## src/rtl/nq_fetch_pkg.sv

```systemverilog
// Shared types and constants for the instruction fetch unit.
package nq_fetch_pkg;

    localparam int unsigned ADDR_W        = 16;
    localparam int unsigned INST_W        = 32;
    localparam int unsigned DEPTH_DEFAULT = 4;

    typedef enum logic [1:0] {
        StIdle,
        StRun,
        StHalted
    } state_t;

    // One buffered instruction together with the address it came from.
    typedef struct packed {
        logic [ADDR_W-1:0] pc;
        logic [INST_W-1:0] inst;
    } entry_t;

endpackage

```

## src/rtl/fetch_fifo.sv

```systemverilog
// Instruction buffer: DEPTH entries of {pc, inst}, synchronous flush, head output.
module fetch_fifo
    import nq_fetch_pkg::*;
#(
    parameter int unsigned DEPTH = DEPTH_DEFAULT
) (
    input  logic                     clk,
    input  logic                     rst,
    input  logic                     push,
    input  entry_t                   push_data,
    input  logic                     pop,
    input  logic                     flush,
    output logic [$clog2(DEPTH):0]   count,
    output entry_t                   head
);

    localparam int unsigned PTR_W = $clog2(DEPTH);

    entry_t                 mem_q [DEPTH];
    logic [PTR_W-1:0]       wptr_q;
    logic [PTR_W-1:0]       rptr_q;
    logic [$clog2(DEPTH):0] count_q;

    // Pointer and occupancy bookkeeping; flush wins over push and pop.
    always_ff @(posedge clk or posedge rst) begin
        if (rst) begin
            wptr_q  <= '0;
            rptr_q  <= '0;
            count_q <= '0;
        end else if (flush) begin
            wptr_q  <= '0;
            rptr_q  <= '0;
            count_q <= '0;
        end else begin
            if (push) wptr_q <= wptr_q + 1'b1;
            if (pop)  rptr_q <= rptr_q + 1'b1;
            if (push && !pop)      count_q <= count_q + 1'b1;
            else if (pop && !push) count_q <= count_q - 1'b1;
        end
    end

    // Storage write; contents need no reset because count gates the head.
    always_ff @(posedge clk) begin
        if (push && !flush) mem_q[wptr_q] <= push_data;
    end

    // Head reads as zero when empty so decode sees clean values out of reset.
    always_comb begin
        count = count_q;
        head  = (count_q != '0) ? mem_q[rptr_q] : '0;
    end

endmodule

```

## src/rtl/fetch_unit.sv

```systemverilog
// Instruction fetch: one-deep memory pipeline feeding a small decode buffer.
module fetch_unit
    import nq_fetch_pkg::*;
#(
    parameter int unsigned       DEPTH    = DEPTH_DEFAULT,
    parameter logic [ADDR_W-1:0] RESET_PC = 16'h0000
) (
    input  logic              clk,
    input  logic              rst,
    output logic [ADDR_W-1:0] mem_addr,
    input  logic              mem_valid,
    input  logic [INST_W-1:0] mem_inst,
    input  logic              redirect,
    input  logic [ADDR_W-1:0] redirect_pc,
    input  logic              halt,
    output logic              dec_valid,
    output logic [INST_W-1:0] dec_inst,
    output logic [ADDR_W-1:0] dec_pc,
    input  logic              dec_ready
);

    localparam int unsigned CNT_W = $clog2(DEPTH) + 1;

    state_t            state_q, state_d;
    logic [ADDR_W-1:0] fetch_pc_q, fetch_pc_d;
    logic [ADDR_W-1:0] inflight_pc_q, inflight_pc_d;
    logic              inflight_q, inflight_d;

    logic              push, pop, replay, issue;
    logic [CNT_W-1:0]  count;
    logic [CNT_W:0]    occupancy;
    entry_t            push_data, head;

    // Fetch state, address and in-flight tracking registers.
    always_ff @(posedge clk or posedge rst) begin
        if (rst) begin
            state_q       <= StIdle;
            fetch_pc_q    <= RESET_PC;
            inflight_pc_q <= '0;
            inflight_q    <= 1'b0;
        end else begin
            state_q       <= state_d;
            fetch_pc_q    <= fetch_pc_d;
            inflight_pc_q <= inflight_pc_d;
            inflight_q    <= inflight_d;
        end
    end

    // Issue, response handling and state transitions; redirect overrides everything.
    always_comb begin
        push      = inflight_q && mem_valid && !redirect;
        replay    = inflight_q && !mem_valid && !redirect;
        pop       = dec_valid && dec_ready && !redirect;
        // Reserve a slot for the outstanding response; a same-cycle pop is not credited.
        occupancy = {1'b0, count} + {{CNT_W{1'b0}}, inflight_q};
        issue     = (state_q == StRun) && !redirect && !replay &&
                    (occupancy < (CNT_W + 1)'(DEPTH));
        push_data = '{pc: inflight_pc_q, inst: mem_inst};

        state_d       = state_q;
        fetch_pc_d    = fetch_pc_q;
        inflight_pc_d = inflight_pc_q;
        inflight_d    = 1'b0;

        if (redirect) begin
            fetch_pc_d = redirect_pc;
        end else if (replay) begin
            fetch_pc_d = inflight_pc_q;
        end else if (issue) begin
            inflight_d    = 1'b1;
            inflight_pc_d = fetch_pc_q;
            fetch_pc_d    = fetch_pc_q + 1'b1;
        end

        if (redirect) begin
            state_d = StRun;
        end else begin
            unique case (state_q)
                StIdle:   state_d = StRun;
                StRun:    if (halt) state_d = StHalted;
                StHalted: if (!halt) state_d = StRun;
                default:  state_d = StIdle;
            endcase
        end
    end

    fetch_fifo #(
        .DEPTH (DEPTH)
    ) u_fifo (
        .clk       (clk),
        .rst       (rst),
        .push      (push),
        .push_data (push_data),
        .pop       (pop),
        .flush     (redirect),
        .count     (count),
        .head      (head)
    );

    // Memory address and decode-side outputs.
    always_comb begin
        mem_addr  = fetch_pc_q;
        dec_valid = (count != '0);
        dec_inst  = head.inst;
        dec_pc    = head.pc;
    end

endmodule

```

## config.mk

```make
export PLATFORM = sky130hd
export DESIGN_NAME = fetch_unit
export DESIGN_NICKNAME = d
export VERILOG_FILES = /design/src/rtl/nq_fetch_pkg.sv /design/src/rtl/fetch_fifo.sv /design/src/rtl/fetch_unit.sv
export SDC_FILE = /design/constraint.sdc
export NUM_CORES = 1
export LEC_CHECK = 0
export BUFFER_PORTS_ARGS = -buffer_cell sky130_fd_sc_hd__buf_2
export CORE_UTILIZATION = 50
export CTS_CLUSTER_DIAMETER = 30
export DETAILED_ROUTE_END_ITERATION = 16
export GPL_ROUTABILITY_DRIVEN = 0
export PLACE_DENSITY = 0.7
export SLEW_MARGIN = 40
export SYNTH_ARGS = -nofsm -noshare
export SYNTH_HDL_FRONTEND = slang
export SYNTH_HIERARCHICAL = 1
export SYNTH_SLANG_ARGS = --single-unit
```

## constraint.sdc

```tcl
create_clock -name clk -period 8.45 [get_ports clk]
set_clock_uncertainty 0.2 [all_clocks]
set_input_delay 0.845 -clock clk [delete_from_list [all_inputs] [get_ports clk]]
set_output_delay 0.845 -clock clk [all_outputs]
set_load 0.02 [all_outputs]
```

After elaboration in Yosys (flattened, before gate mapping) --
Memories as Yosys holds them, arrays and structs flattened. Index checks and enable logic that the tools add are counted.
Storage, ports and cells: register bits after elaboration 42, bits in writable memories 192, input bits 54, output and inout port bits 65, logic and storage cells 66, memories 1
Memories:
- u_fifo.mem_q | depth 4, bits a word 48, read ports 1, clocked after Yosys merged registers in 0, wr ports 1, RTL line fetch_fifo.sv:19 | entry_t mem_q [DEPTH];
Operators by class: add/sub/neg operators 6, $lt $le $gt $ge 1, eq/ne operators 4, muxes and demuxes 20, bitwise operators 2, reductions and logical operators 25
Operator list (count):
- 16-bit two-way mux | 3
- 48-bit two-way mux | 1
- 16-bit by 1-bit adder with 16-bit output (second input constant) | 1
- 2-bit two-way mux | 7
- 1-bit logical AND | 12
- 3-bit two-way mux | 3
- 3-bit nonzero test | 3
- 3-bit != test (second input constant) | 2
- 2-bit case mux with 3 select lines | 1
- 1-bit logical NOT | 5
- 1-bit two-way mux | 5
- 2-bit by 1-bit adder with 2-bit output (second input constant) | 2
- 3-bit by 1-bit adder with 4-bit output | 1
- 4-bit by 3-bit < comparator with 1-bit output (second input constant) | 1
- 2-bit nonzero test | 2
- 3-bit by 1-bit adder with 3-bit output (second input constant) | 1
- 3-bit AND reduction | 1
- 3-bit by 1-bit subtractor with 3-bit output (second input constant) | 1
- 2-bit by 1-bit == test with 1-bit output (second input constant) | 1
- 2-bit == test (second input constant) | 1
- 2-bit logical NOT | 1
- 1-bit inverter | 2
- 2-bit AND reduction | 1

Longest topological paths before layout --
Gate-level depths: netlist (run 1).
depth after elaboration 9, depth in mapped cells 9, mapped depth without buffers 8

Cells and area by module --
The synthesis (run 1) kept the hierarchy.
By module, submodules not included:
- fetch_fifo | times used 1, cells each 348, area each 7699.9 sq um
- fetch_unit | times used 1, cells each 208, area each 2104.5 sq um

Least setup slack after synthesis (run 1) --
OpenSTA, ideal clock, no wires.
path kind input port to flip-flop, start input redirect, end memory u_fifo/mem_q[0][0] in the netlist's numbering, enable pin, library setup time 0.411 ns, data arrival time 2.839 ns, data required time 7.839 ns, setup slack 5.001 ns, cell stages on the path 5, buffers on the path 2, cells stage by stage buf_2 buf_1 nor2_1 nor2b_1 and2_1
On the way: longest elaborated chain between the ends 5
Ends and longest elaborated chain:
- start, declared | RTL line fetch_unit.sv:13 | input logic redirect,
- 1-bit logical NOT | RTL line fetch_unit.sv:51 | push = inflight_q && mem_valid && !redirect;
- 1-bit logical AND | RTL line fetch_unit.sv:51
- net push | RTL line fetch_unit.sv:29 | logic push, pop, replay, issue;
- 1-bit logical AND | RTL line fetch_fifo.sv:44 | if (push && !flush) mem_q[wptr_q] <= push_data;
- 1-bit two-way mux | RTL line fetch_fifo.sv:44
- 1-bit two-way mux (not written as such) | RTL line fetch_fifo.sv:44
- end, declared | RTL line fetch_fifo.sv:19
The timed path passes the listed nets, and every way through them passes these cells.

Worst setup path in the final report (run 1) --
start register u_fifo.rptr_q[1], end output dec_pc[10]
On the way: longest elaborated chain between the ends 2
Ends and longest elaborated chain:
- start, declared | RTL line fetch_fifo.sv:21 | logic [PTR_W-1:0] rptr_q;
- start signal, assigned | RTL line fetch_fifo.sv:36 | if (pop) rptr_q <= rptr_q + 1'b1;
- memory read 4 x 48 bit
- 48-bit two-way mux | RTL line fetch_fifo.sv:50 | head = (count_q != '0) ? mem_q[rptr_q] : '0;
- end, declared | RTL line fetch_unit.sv:18 | output logic [ADDR_W-1:0] dec_pc,
Every way passes these cells.

==> flow_summary.yaml, run 1 <==
cts:
  post_cts_buffers: 0
  cts_resized: 0
  postCtsHoldBufs: 0
  clockBufferDepth: 3
  cts_made_buffers: 42
  h-tree-depth: 2
  clock_sinks: 234
  root_buffer: "clkbuf_16"
  clkTransAtPathRegs_ns: 0.05
  clk_latency_ns: 0.51
  cts_tree: "yes"
sta:
  slew_headroom_pct: 54.5
  hold_viol: 0
  min_period_ns: 3.48
  fmax_mhz: 288
  rsz0062_at_grt: "false"
  setup_viol: 0
  setup_tns_ns: 0
  fin_crit_sh_pct: 41.1
  setup_slack_ns: 4.97
  whs_ns: 0.0741
  slew_violations: 0
  worst_pin_slew_ns: 0.682
critical_path:
  r2r_end: "u_fifo/mem_q[2][8]"
  end_kind: "output port"
  endpoint: "dec_pc[10]"
  crit_start: "u_fifo/rptr_q[1]"
  critPathMaxStageDelay_ns: 0.66
  timing.reg2reg.worst_path_depth: 5
  r2r_slack_ns: 5.79
  crit_arrival_ns: 2.43
  cp_max_fo: 32
  path_cells: "buf_4 -> mux4_2 -> and2b_1 -> buf_2"
  crit_slowest_cell: "dfrtp_2"
  setup.worst_path.start_class: "register"
  r2r_start: "inflight_q"
  worstSetupPathType: "register to output port"
  critPathRequiredTime_ns: 7.40
power_and_ir_drop:
  p_leak_uw: 0.00445
  pwr-share-comb_pct: 13.4
  switching_share_pct: 26.3
  pwr-share-seq_pct: 40.8
  power.switching_uw: 920
  irDropWorstVdd_v: 0.000187
  p_int_uw: 2570
  clock_power_share_pct: 45.7
  p_per_area_nw_per_um2: 291
synth:
  synth-simple-area-share_pct: 7.99
  syn-cell-area_um2: 9800
  synth_top_family_by_area: "multiplexers"
  synthCells: 556
  synth-compound-area-share_pct: 5.21
  synth.distinct_cells: 57
  ys_ff_latch: 234
  yosysSeqAreaShare_pct: 69.5
  yosys_warnings: 6
  synth_edf_count: 192
  synthAdderAreaFrac_pct: 0.970
  synthMuxAreaShare_pct: 13.3
  synthArstFlopShare_pct: 17.9
  avgSynthCellArea_um2: 17.6
  synth-main-ff-cell: "edfxtp_1"
  syn_nets: 617
  synthXorXnorAreaFrac_pct: 0.536
routing:
  wire_per_inst_um: 19.4
  wl_mm: 19.2
  ant_nets: 0
  vias: 5481
  viasPerCell: 5.54
  dr.pass1.iters: 6
  drtIter0Drc: 320
  drc: 0
placed_design:
  preCtsSetupSlack_ns: 4.90
  portBuffers: 118
  hpwlAfterDp_mm: 11.7
  postPlaceCellArea_um2: 10600
global_route:
  grt_pass1_vias: 5683
  grt_max_degree: 51
  grt_pass1_wl_mm: 30.7
  grt_overflow: 0
  grt_use_total_pct: 20.0
  antenna_found_initial: 0
finish:
  syn2layout_area_growth_pct: 22.6
  layout-drive-gt1-share_pct: 37.5
  fin_nets: 756
  nFillCells: 1368
  design_area_um2: 12000
outcome:
  outcome: "complete, no violations"
floorplan:
  die_w_um: 142
  start_util_pct: 51.7
  coreArea_um2: 19000
  num_rows: 50
  io_pins: 119
  die_area_um2: 20200
  dieHeight_um: 142
job:
  cap_viol_max_count: 0
worst_hold_path:
  min_path_type: "input port to asynchronous set/reset pin"
## layout make-up
cell class              count  area [um2]  share of cell area [%]
flip-flops and latches    234        6820                    56.8
multi-input cells         280        2760                    23.0
repair buffers            128         693                    5.77
well taps                 260         325                    2.71
inverters                   9        38.8                   0.323
clock inverters            27         278                    2.31
diodes                      1        2.50                  0.0208
clock buffers              50        1100                    9.16
## Yosys cell counts, types with 3 or more instances
master / instances / share of area, %
edfxtp_1: 192 / 59
nor2b_1: 52 / 3.3
mux4_2: 48 / 11
dfrtp_1: 42 / 11
a22oi_1: 16 / 1.2
o21ai_0: 14 / 0.71
nand2_1: 13 / 0.50
clkbuf_1: 12 / 0.46
a2bb2oi_1: 11 / 0.98
mux2_2: 11 / 1.3
nor2_1: 11 / 0.42
nand3_1: 9 / 0.46
buf_2: 8 / 0.41
inv_1: 8 / 0.31
and2_1: 7 / 0.45
and2b_1: 7 / 0.54
buf_6: 7 / 0.80
nand2b_1: 7 / 0.45
a21oi_1: 6 / 0.31
ha_1: 6 / 0.77
nand4_1: 6 / 0.38
mux2_4: 5 / 0.77
and4_1: 4 / 0.36
or3_1: 4 / 0.26
xnor2_1: 4 / 0.36
a21o_1: 3 / 0.23
buf_1: 3 / 0.11
nor4_1: 3 / 0.19
o22a_1: 3 / 0.27
## sequential cells by signal, indices dropped and copies added, names as in the netlist
| signal | cells |
|---|---|
| mem_addr | 16 |
| state_q | 2 |
| inflight_q | 1 |
| u_fifo/mem_q | 192 |
| u_fifo/wptr_q | 2 |
| u_fifo/count | 3 |
| inflight_pc_q | 16 |
| u_fifo/rptr_q | 2 |
## power groups by stage
stage	logic (uW)	registers, uW	clock network, uW
after global placement	444	1450	0
after floorplan	328	1420	0
after global routing	509	1440	1670
after detailed placement	472	1450	0
after CTS	474	1430	1630
final	469	1430	1600
## worst min path at each step
stage	end	slack, ns	cells past startpoint
floorplan	u_fifo/mem_q[0][36]	0.29	0
detailed placement	u_fifo/mem_q[2][37]	0.34	0
global route	u_fifo/wptr_q[1]	0.08	2
finish	u_fifo/wptr_q[1]	0.07	2
global placement	u_fifo/mem_q[2][42]	0.34	0
CTS	u_fifo/wptr_q[1]	0.06	2
## through the flow
step                cells  utilization [%]  power, uW
finish                989             63.4       3490
floorplan             556                -       1750
global placement      909             55.9       1900
detailed placement    911             56.1       1920
global route          988             63.4       3620
CTS                   988             63.4       3530
## cells by family (layout without fill, tap and decap cells)
| group | after synthesis | count (layout) |
|---|---|---|
| DFF | 234 | 234 |
| and+or+nand+nor | 132 | 132 |
| AOI/OAI and AO/OA | 69 | 69 |
| muxes | 66 | 66 |
| buffers and inverters | 42 | 214 |
| adders and majority gates | 7 | 7 |
| xor gates and xnor gates | 6 | 6 |
| other | 0 | 1 |
## placed cells by master (no fill, tap or decap), drive strengths merged, types with 3 or more instances in the layout
master	synthesis	layout
nor4	3	3
and2	7	7
a2bb2oi	11	11
nand2b	7	7
nor3	3	3
o22a	3	3
nand3	9	9
xnor2	4	4
or3	4	4
nand4	6	6
a21oi	7	7
and2b	7	7
mux2	16	16
ha	6	6
o21ai	14	14
inv	8	18
buf	20	128
mux4	48	48
nor2	11	11
a21o	3	3
and4	4	4
clkbuf	13	50
a22oi	16	16
clkinv	1	13
nor2b	52	52
edfxtp	192	192
nand2	13	13
bufinv	0	3
dfrtp	42	42
## layer usage
layer | vias up | global-route usage (%) | share of wire (%)
li1 | 2486 | - | -
met1 | 2759 | 26.8 | 43
met2 | 208 | 33.5 | 49
met3 | 28 | 4.04 | 6.3
met4 | 0 | 5.21 | 1.7
met5 | - | 0 | 0
## critical path, delay by kind of cell, from the launching register on
kind,cells,cell delay (ns)
flops,1,0.66
buf+inv,2,0.65
mux,1,0.42
simple gates,1,0.18
Note: power is estimated with default switching activity, not from simulation.
==> run 2: changes to the inputs <==
==> constraint.sdc (replaced) <==
create_clock -name clk -period 3.58 [get_ports clk]
set_clock_uncertainty 0.2 [all_clocks]
set_input_delay 0.358 -clock clk [delete_from_list [all_inputs] [get_ports clk]]
set_output_delay 0.358 -clock clk [all_outputs]
set_load 0.02 [all_outputs]
==> run 2 against run 1 <==
Compared with the run above:
- total power up 140%
- sequential power up 140%
- register-to-register slack worse by 4.7 ns
- cell count up 4.7%
- setup slack worse by 4.5 ns
- final area up 4.8%
- critical path depth unchanged
- clock power rose to 2.5 times the previous value
- largest cell class unchanged
==> flow_summary.yaml, run 2 (same netlist as run 1, synthesis figures left out) <==
critical_path:
  timing.reg2reg.worst_path_depth: 8
  cp_top_family: "flip-flops"
  endpoint: "dec_pc[9]"
  r2r_end: "u_fifo/count[2]"
  worstSetupPathDepth: 4
  critPathMaxStageDelay_ns: 0.83
  path_cells: "buf_4 -> mux4_2 -> and2b_1 -> buf_2"
  crit_arrival_ns: 2.55
  crit_start: "u_fifo/rptr_q[0]"
  r2r_start: "u_fifo/count[0]"
  cp_max_fo: 31
  critPathRequiredTime_ns: 3.02
  cp.buffers_inverters: 2
  worstSetupPathType: "register to output port"
  r2r_slack_ns: 1.12
  crit_slowest_cell: "dfrtp_4"
  setup.worst_path.start_class: "register"
  end_kind: "output port"
routing:
  viasPerCell: 5.53
  dr.pass1.iters: 7
  wire_per_inst_um: 19.6
  ant_nets: 0
  drc: 0
  vias: 5721
  wl_mm: 20.3
  drtIter0Drc: 342
power_and_ir_drop:
  p_per_area_nw_per_um2: 678
  switching_share_pct: 25.5
  power.switching_uw: 2180
  clock_power_share_pct: 47.1
  irDropWorstVdd_v: 0.000378
  pwr-share-comb_pct: 13.3
  pwr-share-seq_pct: 39.6
  p_int_uw: 6360
  total_power_uw: 8530
  p_leak_uw: 0.00468
finish:
  utilization_pct: 66.4
  nFillCells: 1282
  syn2layout_area_growth_pct: 28.4
  final_cell_mix: "edfxtp_1 (192), buf_2 (118), nor2b_1 (52)"
  largest_register: "u_fifo/mem_q"
  multi_input_area_um2: 2760
  diodes: 0
  layout-drive-gt1-share_pct: 36.1
  largest_register_ff_count: 192
  fin_nets: 803
  layout_commonest_cell: "edfxtp_1"
  seq_area_um2: 6820
cts:
  clkTransAtPathRegs_ns: 0.05
  cts_tree: "yes"
  h-tree-depth: 2
  clockBufferDepth: 3
  cts_made_buffers: 42
  cts_resized: 0
  clock_sinks: 234
  postCtsHoldBufs: 43
  root_buffer: "clkbuf_16"
  post_cts_buffers: 0
  clk_latency_ns: 0.51
placed_design:
  hpwlAfterDp_mm: 11.8
  portBuffers: 118
global_route:
  grt_overflow: 0
  grt_max_degree: 49
  antenna_found_initial: 0
  grt_use_total_pct: 21.3
  grt_pass1_wl_mm: 32.5
  grt_pass1_vias: 6018
sta:
  worst_pin_slew_ns: 0.709
  slew_headroom_pct: 52.7
  setup_tns_ns: 0
  fin_crit_sh_pct: 86.9
  whs_ns: 0.0327
  hold_viol: 0
  slew_violations: 0
  setup_viol: 0
  min_period_ns: 3.11
  fmax_mhz: 321
  rsz0062_at_grt: "false"
job:
  cap_viol_max_count: 0
floorplan:
  die_area_um2: 20200
  start_util_pct: 51.7
  die_w_um: 142
  coreArea_um2: 19000
  num_rows: 50
  dieHeight_um: 142
  io_pins: 119
worst_hold_path:
  min_path_type: "input port to register"
outcome:
  outcome: "complete, no violations"
[run 2: power groups by stage]
stage | Clock (uW) | Sequential [uW] | Combinational, uW
3_5_place_dp | 0 | 3430 | 1090
6_report | 4020 | 3380 | 1140
5_1_grt | 4210 | 3410 | 1220
4_1_cts | 4080 | 3380 | 1140
2_1_floorplan | 0 | 3360 | 774
3_3_place_gp | 0 | 3410 | 1070
[run 2: area by class of cell]
cell class	instances	share of cell area [%]
clock buffers	53	9.34
inverters	9	0.308
well taps	260	2.58
multi-input cells	280	21.9
flip-flops and latches	234	54.2
repair buffers	175	9.34
clock inverters	24	2.34
[run 2: stage by stage]
stage | area (um2) | worst slack [ns] | cells
6_report | 12600 | 0.469 | 1035
3_3_place_gp | 10700 | 0.962 | 915
3_5_place_dp | 10700 | 0.971 | 915
2_1_floorplan | 9800 | 0.618 | 556
5_1_grt | 12600 | 0.320 | 1035
4_1_cts | 12600 | 0.399 | 1035
[run 2: worst min-delay path: stages]
cell,delay (ns)
buf_2,0.08
a22oi_1,0.10
a2bb2oi_1,0.15
[run 2: per-layer routing]
layer / GRT usage [%] / share of wire, % / vias up
met5: 0 / 0 / -
li1: - / - / 2587
met2: 35.0 / 49 / 221
met3: 4.78 / 6.2 / 30
met1: 28.7 / 43 / 2883
met4: 6.23 / 1.5 / 0
[run 2: how the worst min path moves through the flow]
stage	from	end	slack (ns)	cells past startpoint
detailed placement	rst	u_fifo/count[0]	0.12	2
finish	redirect_pc[6]	mem_addr[6]	0.03	3
global placement	rst	u_fifo/wptr_q[1]	0.11	2
floorplan	rst	u_fifo/count[0]	-0.04	1
global route	redirect_pc[6]	mem_addr[6]	0.02	3
CTS	redirect_pc[7]	mem_addr[7]	0.02	3
